`config.mk`:
```
export PLATFORM = sky130hd
export DESIGN_NAME = seg7_scan_mux
export DESIGN_NICKNAME = d
export VERILOG_FILES = /design/src/rtl/seg7_scan_mux.sv
export SDC_FILE = /design/constraint.sdc
export NUM_CORES = 1
export LEC_CHECK = 0
export ABC_AREA = 1
export ABC_CLOCK_PERIOD_IN_PS = 1700
export CAP_MARGIN = 20
export CORE_ASPECT_RATIO = 1.75
export CORE_MARGIN = 2
export CORE_UTILIZATION = 51
export CTS_BUF_LIST = sky130_fd_sc_hd__clkbuf_8
export DETAILED_ROUTE_END_ITERATION = 7
export GPL_TIMING_DRIVEN = 0
export PLACE_DENSITY = 0.78
export SKIP_CTS_REPAIR_TIMING = 1
export SYNTH_ARGS = -nofsm -noshare
export SYNTH_HDL_FRONTEND = slang
export SYNTH_SLANG_ARGS = --single-unit
```
`constraint.sdc`:
```
create_clock -name i_clk -period 1.7 [get_ports i_clk]
set_input_delay 0.17 -clock i_clk [delete_from_list [all_inputs] [get_ports i_clk]]
set_output_delay 0.17 -clock i_clk [all_outputs]
set_load 0.05 [all_outputs]
```
`src/rtl/seg7_scan_mux.sv`:
```
// Four-digit multiplexed 7-segment scan controller.
// Cycles through digits 0..3, each slot being a BLANK-clock blanking phase
// (all anodes off) followed by a 2^CBITS-clock dwell with one anode enabled.
// New data is staged by i_load and moved to the display register only at
// the start of a frame, so a frame never shows a mix of old and new digits.
//
// Ports:
//   i_clk     system clock, all state on rising edge
//   i_rst     asynchronous active-high reset
//   i_digits  four BCD nibbles, [3:0] is digit 0 (rightmost)
//   i_dp      decimal-point request per digit
//   i_lzb     leading-zero blanking enable
//   i_load    strobe capturing i_digits/i_dp into the staging register
//   o_ack     pulse when staged data becomes displayed data
//   o_val     BCD nibble for the downstream decoder
//   o_dec     decimal-point bit for the downstream decoder
//   o_an      active-low anode enables
//   o_digit   index of the digit currently presented
//   o_frame   pulse at the start of each frame (not after reset)
module seg7_scan_mux #(
  parameter int unsigned CBITS = 10,
  parameter int unsigned BLANK = 2
) (
  input  logic        i_clk,
  input  logic        i_rst,
  input  logic [15:0] i_digits,
  input  logic [3:0]  i_dp,
  input  logic        i_lzb,
  input  logic        i_load,
  output logic        o_ack,
  output logic [3:0]  o_val,
  output logic        o_dec,
  output logic [3:0]  o_an,
  output logic [1:0]  o_digit,
  output logic        o_frame
);

  // Counter must hold both the blanking count (up to 254) and the dwell count.
  localparam int unsigned CW = (CBITS > 8) ? CBITS : 8;
  localparam logic [CW-1:0] BLANK_LAST = CW'(BLANK - 1);
  localparam logic [CW-1:0] DWELL_LAST = CW'((64'd1 << CBITS) - 64'd1);

  typedef enum logic {
    S_BLANK = 1'b0,
    S_DWELL = 1'b1
  } state_t;

  state_t        state;
  state_t        state_nx;
  logic [CW-1:0] cnt;
  logic [CW-1:0] cnt_nx;
  logic [1:0]    dig;
  logic [1:0]    dig_nx;

  logic [15:0]   disp;
  logic [3:0]    disp_dp;
  logic [15:0]   disp_nx;
  logic [3:0]    dp_nx;
  logic [15:0]   stage;
  logic [3:0]    stage_dp;
  logic          pending;

  logic          enter_blank;
  logic          xfer;
  logic [3:0]    lead_zero;
  logic          blanked;
  logic [3:0]    an_nx;

  // Phase sequencing: blanking phase, then dwell, then next digit.
  always_comb begin
    state_nx    = state;
    cnt_nx      = cnt + CW'(1);
    dig_nx      = dig;
    enter_blank = 1'b0;
    case (state)
      S_BLANK: begin
        if (cnt == BLANK_LAST) begin
          state_nx = S_DWELL;
          cnt_nx   = '0;
        end
      end
      S_DWELL: begin
        if (cnt == DWELL_LAST) begin
          state_nx    = S_BLANK;
          cnt_nx      = '0;
          dig_nx      = dig + 2'd1;
          enter_blank = 1'b1;
        end
      end
    endcase
  end

  // Staged data lands in the display register as digit 0's blanking starts.
  always_comb begin
    xfer    = enter_blank && (dig_nx == 2'd0) && pending;
    disp_nx = xfer ? stage    : disp;
    dp_nx   = xfer ? stage_dp : disp_dp;
  end

  // lead_zero[n]: nibble n and every nibble above it are zero.
  always_comb begin
    lead_zero    = 4'b0000;
    lead_zero[3] = (disp_nx[15:12] == 4'd0);
    lead_zero[2] = lead_zero[3] && (disp_nx[11:8] == 4'd0);
    lead_zero[1] = lead_zero[2] && (disp_nx[7:4] == 4'd0);
    // Digit 0 is never blanked, so lead_zero[0] stays 0.
    blanked      = i_lzb && lead_zero[dig_nx] && !dp_nx[dig_nx];
    an_nx        = 4'b1111;
    if ((state_nx == S_DWELL) && !blanked) begin
      an_nx = ~(4'b0001 << dig_nx);
    end
  end

  // State and registered outputs; outputs track the next-state view so they
  // line up with the phase they describe.
  always_ff @(posedge i_clk or posedge i_rst) begin
    if (i_rst) begin
      state    <= S_BLANK;
      cnt      <= '0;
      dig      <= 2'd0;
      disp     <= 16'd0;
      disp_dp  <= 4'd0;
      stage    <= 16'd0;
      stage_dp <= 4'd0;
      pending  <= 1'b0;
      o_ack    <= 1'b0;
      o_val    <= 4'd0;
      o_dec    <= 1'b0;
      o_an     <= 4'b1111;
      o_digit  <= 2'd0;
      o_frame  <= 1'b0;
    end else begin
      state    <= state_nx;
      cnt      <= cnt_nx;
      dig      <= dig_nx;
      disp     <= disp_nx;
      disp_dp  <= dp_nx;
      if (i_load) begin
        stage    <= i_digits;
        stage_dp <= i_dp;
      end
      // A load on the transfer edge re-arms pending for the next frame.
      pending  <= i_load || (pending && !xfer);
      o_ack    <= xfer;
      o_val    <= disp_nx[{dig_nx, 2'b00} +: 4];
      o_dec    <= dp_nx[dig_nx];
      o_an     <= an_nx;
      o_digit  <= dig_nx;
      o_frame  <= enter_blank && (dig_nx == 2'd0);
    end
  end

endmodule

```
Yosys cells after proc, flatten, opt, wreduce, memory -nomap -nowiden
Cells that the tools add are included.
{ "classes": {"n_reduce_logical": 16, "shifts": 2, "addsub": 2, "order_cmp": 1, "muxes": 17, "n_eq_ne": 2, "n_bitwise": 2} }
{ "op_table": {"columns": ["op", "n"], "rows": [
  ["10-bit 2-to-1 mux", 2],
  ["10-bit case mux with 2 select lines", 1],
  ["16-bit 2-to-1 mux", 1],
  ["16-bit by 5-bit variable part select with 4-bit output", 1],
  ["4-bit zero test", 3],
  ["10-bit by 1-bit adder with 10-bit output, second input constant", 1],
  ["10-bit by 1-bit == test with 1-bit output, second input constant", 1],
  ["10-bit == test, second input constant", 1],
  ["1-bit logical AND", 8],
  ["4-bit 2-to-1 mux", 2],
  ["1-bit 2-to-1 mux", 6],
  ["1-bit binary-select mux with 2-bit select", 2],
  ["2-bit 2-to-1 mux", 2],
  ["4-bit NOT", 1],
  ["1-bit by 2-bit left shift with 4-bit output, first input constant", 1],
  ["1-bit zero test", 3],
  ["2-bit by 3-bit less-than comparator with 1-bit output, second input constant", 1],
  ["2-bit by 1-bit adder with 2-bit output, second input constant", 1],
  ["2-bit zero test", 1],
  ["1-bit case mux with 2 select lines", 1],
  ["1-bit logical OR", 1],
  ["1-bit NOT", 1]
]} }
{ "totals": {"word_cells": 55, "in_bits": 24, "ff_bits": 65, "out_inout_bits": 13} }

Logic depth before layout (Yosys ltp)
{ "depth": {"depth_word": 17, "mapped_depth": 14, "ltp_nobuf": 14} }

Least setup slack after synthesis
Ideal clock, no wire load.
{ "synth_timing": {"path_type": "reg-to-reg", "start": "register dig[0]", "end": "register o_an[2]", "synth_period_minus_slack_ps": 1968, "t_required_ps": 1610, "t_arrival_ps": 1878, "path_slack_ps": -268, "path_buffers": 0, "path_stages_with_launch": 12, "setup_ps": 90, "cell_sequence": "dfrtp_1 nand2_1 inv_1 nand4_1 nand2_1 nand2_1 nor2_1 nand2_1 nand2_1 nor2_2 nand4_2 nand3_1"} }
{ "synth_via": {"elab_chain_len": 17, "elab_cells_between_ends": 25, "cone_classes": "add/sub (1); shift (1); mux (9); bitwise (1); reduce/logical (13)"} }
{ "synth_lines": {"columns": ["element", "line_no", "source"], "rows": [
  ["from (decl)", "52", "logic [1:0] dig;"],
  ["from (signal assigned)", "135", "dig <= dig_nx;"],
  ["2-bit by 1-bit adder with 2-bit output", "86", "dig_nx = dig + 2'd1;"],
  ["2-bit 2-to-1 mux", "83", "if (cnt == DWELL_LAST) begin"],
  ["2-bit 2-to-1 mux (*)", "75", "case (state)"],
  ["2-bit zero test", "95", "xfer = enter_blank && (dig_nx == 2'd0) && pending;"],
  ["1-bit logical AND (2 in series)", "95", null],
  ["16-bit 2-to-1 mux", "96", "disp_nx = xfer ? stage : disp;"],
  ["4-bit zero test, on equally long branches", "103, 104", null],
  ["1-bit logical AND", "104", "lead_zero[2] = lead_zero[3] && (disp_nx[11:8] == 4'd0);"],
  ["1-bit logical AND", "105", "lead_zero[1] = lead_zero[2] && (disp_nx[7:4] == 4'd0);"],
  ["1-bit binary-select mux with 2-bit select", "107", "blanked = i_lzb && lead_zero[dig_nx] && !dp_nx[dig_nx];"],
  ["1-bit 2-to-1 mux (not written as such)", "107", null],
  ["1-bit logical AND (2 in series)", "107", null],
  ["1-bit zero test", "109", "if ((state_nx == S_DWELL) && !blanked) begin"],
  ["1-bit logical AND", "109", null],
  ["4-bit 2-to-1 mux (*)", "109", null],
  ["net an_nx[2]", "67", "logic [3:0] an_nx;"],
  ["to (signal assigned)", "147", "o_an <= an_nx;"],
  ["to (decl)", "33", "output logic [3:0] o_an,"]
]} }
Mark *: on every way through the listed nets, which the timed path passes. The rest lies on a longest branch. The select of a mux whose other input is x is not followed.
A chain may end at the register's enable or synchronous reset.

Final worst setup path
{ "layout_timing": {"start": "register cnt[0]", "end": "register o_an[3]"} }
{ "layout_via": {"elab_chain_len": 17, "elab_cells_between_ends": 31, "cone_classes": "eq/ne (2); shift (1); mux (14); bitwise (1); reduce/logical (13)"} }
{ "layout_lines": {"columns": ["element", "line_no", "source"], "rows": [
  ["from (decl)", "50", "logic [CW-1:0] cnt;"],
  ["from (signal assigned)", "134", "cnt <= cnt_nx;"],
  ["10-bit == test (*)", "83", null],
  ["2-bit 2-to-1 mux (*)", "83", null],
  ["2-bit 2-to-1 mux (*)", "75", null],
  ["net dig_nx[0]", "53", "logic [1:0] dig_nx;"],
  ["2-bit zero test", "95", null],
  ["1-bit logical AND (2 in series)", "95", null],
  ["16-bit 2-to-1 mux", "96", null],
  ["4-bit zero test, on equally long branches", "103, 104", null],
  ["1-bit logical AND", "104", null],
  ["1-bit logical AND", "105", null],
  ["1-bit binary-select mux with 2-bit select", "107", null],
  ["1-bit 2-to-1 mux (not written as such)", "107", null],
  ["1-bit logical AND (2 in series)", "107", null],
  ["1-bit zero test", "109", null],
  ["1-bit logical AND", "109", null],
  ["4-bit 2-to-1 mux (*)", "109", null],
  ["net an_nx[3]", "67", null]
]} }
Marked as above.

==> impl_metrics.tcl <==
set metrics [dict create \
    antenna_left 0 \
    cp_data_required_time_ns 1.97 \
    violations "setup timing" \
    die_w_microns 60.4 \
    die_y_microns 103 \
    max_freq_ghz 0.439 \
    worstSetupPathType "reg2reg" \
    cp-start-kind "flop" \
    num_antenna_cells 0 \
    syn_nets 339 \
    use_met1_pct 24.0 \
    root_buffer "clkbuf_8" \
    syn_inst 313 \
    synthToLayoutAreaGrowth_pct 34.6 \
    synth-warning-count 0 \
    drt_iter0_drc 109 \
    r2r-start "cnt[0]$_DFF_PP0_" \
    setup_ws_ns -0.579 \
    firstDrtPassIters 5 \
    top_usage_layer "met2" \
    antenna_found_initial 0 \
    vias 2296 \
    core_sq_um 5450 \
    total_power_uw 3100 \
    final_cells 457 \
    vdd_drop_max_uv 601 \
    io_pins 37 \
    fin_crit_ns 2.28 \
    async_flop_share_pct 100 \
    globalRouteMet2Util_pct 34.5 \
    die_area_sq_um 6200 \
    arrival_ns 2.55 \
    grt_pass1_vias 2103 \
    layout.nets 402 \
    ff_latch_area_sq_um 1630 \
    path_clk_slew_ns 0.07 \
    syn_area_sq_um 2840 \
    seq_area_frac_synth_pct 57.5 \
    wirelength_microns 6410 \
    fillCellCount 405 \
    cpMaxStageDelayCell "dfrtp_1" \
    rows 36 \
    place_inst 425 \
    clock-sinks 65 \
    cp_num_buf_inv 2 \
    slew_headroom_pct 56.4 \
    path_max_fanout 6 \
    endpoint_kind "flop" \
    fin_crit_sh_pct 134 \
    gp_congestion 0.897 \
    viasPerCell 5.02 \
    grt_start_max_net_pins 37 \
    synth_area_leader_cell "dfrtp_1" \
    synth_ff_type "dfrtp_1" \
    max_stage_delay_ns 0.38 \
    power.leakage_uw 0.00199 \
    fin_skew_ns 0.00877 \
    rsz0062_at_grt "true" \
    h-tree-depth 3 \
    setup_viol 22 \
    hpwl_microns 4220 \
    synth.area.top_cells "dfrtp_1, nand2_1, inv_1, dfstp_2, nand4_1" \
    grt.total_usage_pct 21.1 \
    ys_types 31 \
    status "complete, but fails checks" \
    grt_pass1_wl_microns 9540 \
    worstHoldPathType "in2async" \
    worstPathCellList "ha_2, nand2_2, nor2_4, buf_4, nand4_1, nand2_1, nand2_1, inv_1, nor2_1, nand2_1, nand2_1, nor2_2, nand4_4, nand3_1" \
    wire_per_inst_microns 14.0 \
    io_buffer_count 35 \
    cts_tree "yes" \
    ys_seq_elements 65 \
    finalMaxSlewViolations 0 \
    cap_violations 0 \
    p_per_area_nw_per_um2 810 \
    met3_usage_pct 5.65 \
    clock_path_buffers 2 \
    worst_pin_slew_ns 0.653 \
    path_delay_family "simple AND/OR/NAND/NOR gates" \
    crit_top_cell "nand2_1" \
    postSynthAreaPerCell_sq_um 9.07 \
    drcViolationCount 0 \
    critPathLaunch "cnt[0]$_DFF_PP0_" \
    start_util_pct 52.1 \
    numCtsBuffers 9 \
    grt_overflow_total 0 \
    final_util_pct 70.1 \
    synth_edf_count 0 \
    insertion_delay_ns 0.34 \
    multi_input_area_sq_um 1140 \
    timing.final.hold_violations 0 \
    synth_top_cell_area_share_pct 53.8 \
    dp_slack_ns -0.531 \
    drive_gt1_share_pct 22.8 \
]
## flip-flops by register name (all words and copies together) (netlist names)
| name | count |
|---|---|
| disp_dp | 4 |
| o_ack | 1 |
| disp | 16 |
| o_an | 4 |
| stage_dp | 4 |
| cnt | 10 |
| o_val | 4 |
| pending | 1 |
| state | 1 |
| o_dec | 1 |
| o_frame | 1 |
| dig | 2 |
| stage | 16 |
## cells in the final DEF (no fill, tap or decap), types with 5 or more instances in the layout
cell | netlist | layout
dlymetal6s2s_1 | 0 | 5
nand4_1 | 16 | 16
inv_1 | 40 | 36
nor2_1 | 10 | 9
clkdlybuf4s50_1 | 0 | 30
dfrtp_1 | 61 | 60
o21ai_0 | 13 | 8
clkbuf_1 | 6 | 6
clkbuf_8 | 0 | 12
nand2_2 | 8 | 18
nand3_1 | 11 | 9
nand2_1 | 108 | 94
buf_4 | 1 | 13
inv_2 | 1 | 6
## synthesized netlist by cell type, types with 3 or more instances
master,n
o2111ai_1,3
clkbuf_1,6
nor3b_1,4
xor2_1,3
dfstp_2,4
nor2_1,10
nor4_1,3
nand2_1,108
nand3_1,11
nand2_2,8
o21ai_0,13
dfrtp_1,61
inv_1,40
nand4_1,16
## worst reg2reg max path: cells and delay by family, from the launching register on
family        cells  cell delay (ns)
buf+inv           2             0.27
fa+ha+maj         1             0.20
simple gates     11             1.38
flops             1             0.38
## layout make-up
cell class,instances,area share (%)
multi-input cells,198,29.8
well taps,76,2.49
flip-flops and latches,65,42.7
plain buffers,10,1.60
repair buffers,51,13.8
clock buffers,12,4.32
clock inverters,4,1.11
inverters,41,4.12
## metal layers
| layer | share of wire, % | wire (microns) | vias up |
|---|---|---|---|
| li1 | - | - | 1126 |
| met1 | 37 | 2370 | 1065 |
| met2 | 55 | 3490 | 73 |
| met3 | 3.5 | 225 | 32 |
| met4 | 5.0 | 321 | 0 |
| met5 | 0 | 0 | - |
## stage by stage
stage	setup TNS (ns)	cell area, sq um	hold WS (ns)
2_1_floorplan	-1.09	2850	0.282
3_3_place_gp	-4.28	3300	0.455
3_5_place_dp	-5.57	3320	0.461
4_1_cts	-6.61	3530	0.254
5_1_grt	-8.08	3820	0.272
6_report	-5.56	3820	0.260
## report_power, final
| part | switching [uW] | leakage, uW | internal [uW] | total, uW |
|---|---|---|---|---|
| logic | 85.8 | 0.00105 | 71.5 | 157 |
| clock network | 544 | 0.000115 | 784 | 1330 |
| registers | 21.0 | 0.000823 | 1590 | 1610 |
## final timing paths
| kind | slack [ns] | cells past startpoint | end |
|---|---|---|---|
| worst min register to register | 0.47 | 2 | stage[7]$_DFFE_PP0P_ |
| worst max register to register | -0.58 | 14 | o_an[3]$_DFF_PP1_ |
| worst max-delay path | -0.58 | 14 | o_an[3]$_DFF_PP1_ |
| worst min-delay path | 0.26 | 2 | o_frame$_DFF_PP0_ |
| max in group asynchronous | 0.80 | 3 | o_an[1]$_DFF_PP1_ |
| min in group i_clk | 0.26 | 2 | stage[1]$_DFFE_PP0P_ |
## cell families (layout without fill, tap and decap cells)
kind of cell | Yosys count | after routing | share of synthesized area [%]
DFF | 65 | 65 | 57.5
adders and majority gates | 2 | 2 | 0.881
buffers and inverters | 51 | 118 | 7.23
and+or+nand+nor | 169 | 170 | 28.3
AOI/OAI and AO/OA | 23 | 23 | 5.16
xor gates and xnor gates | 3 | 3 | 0.926
Note: power is estimated with default switching activity, not from simulation.
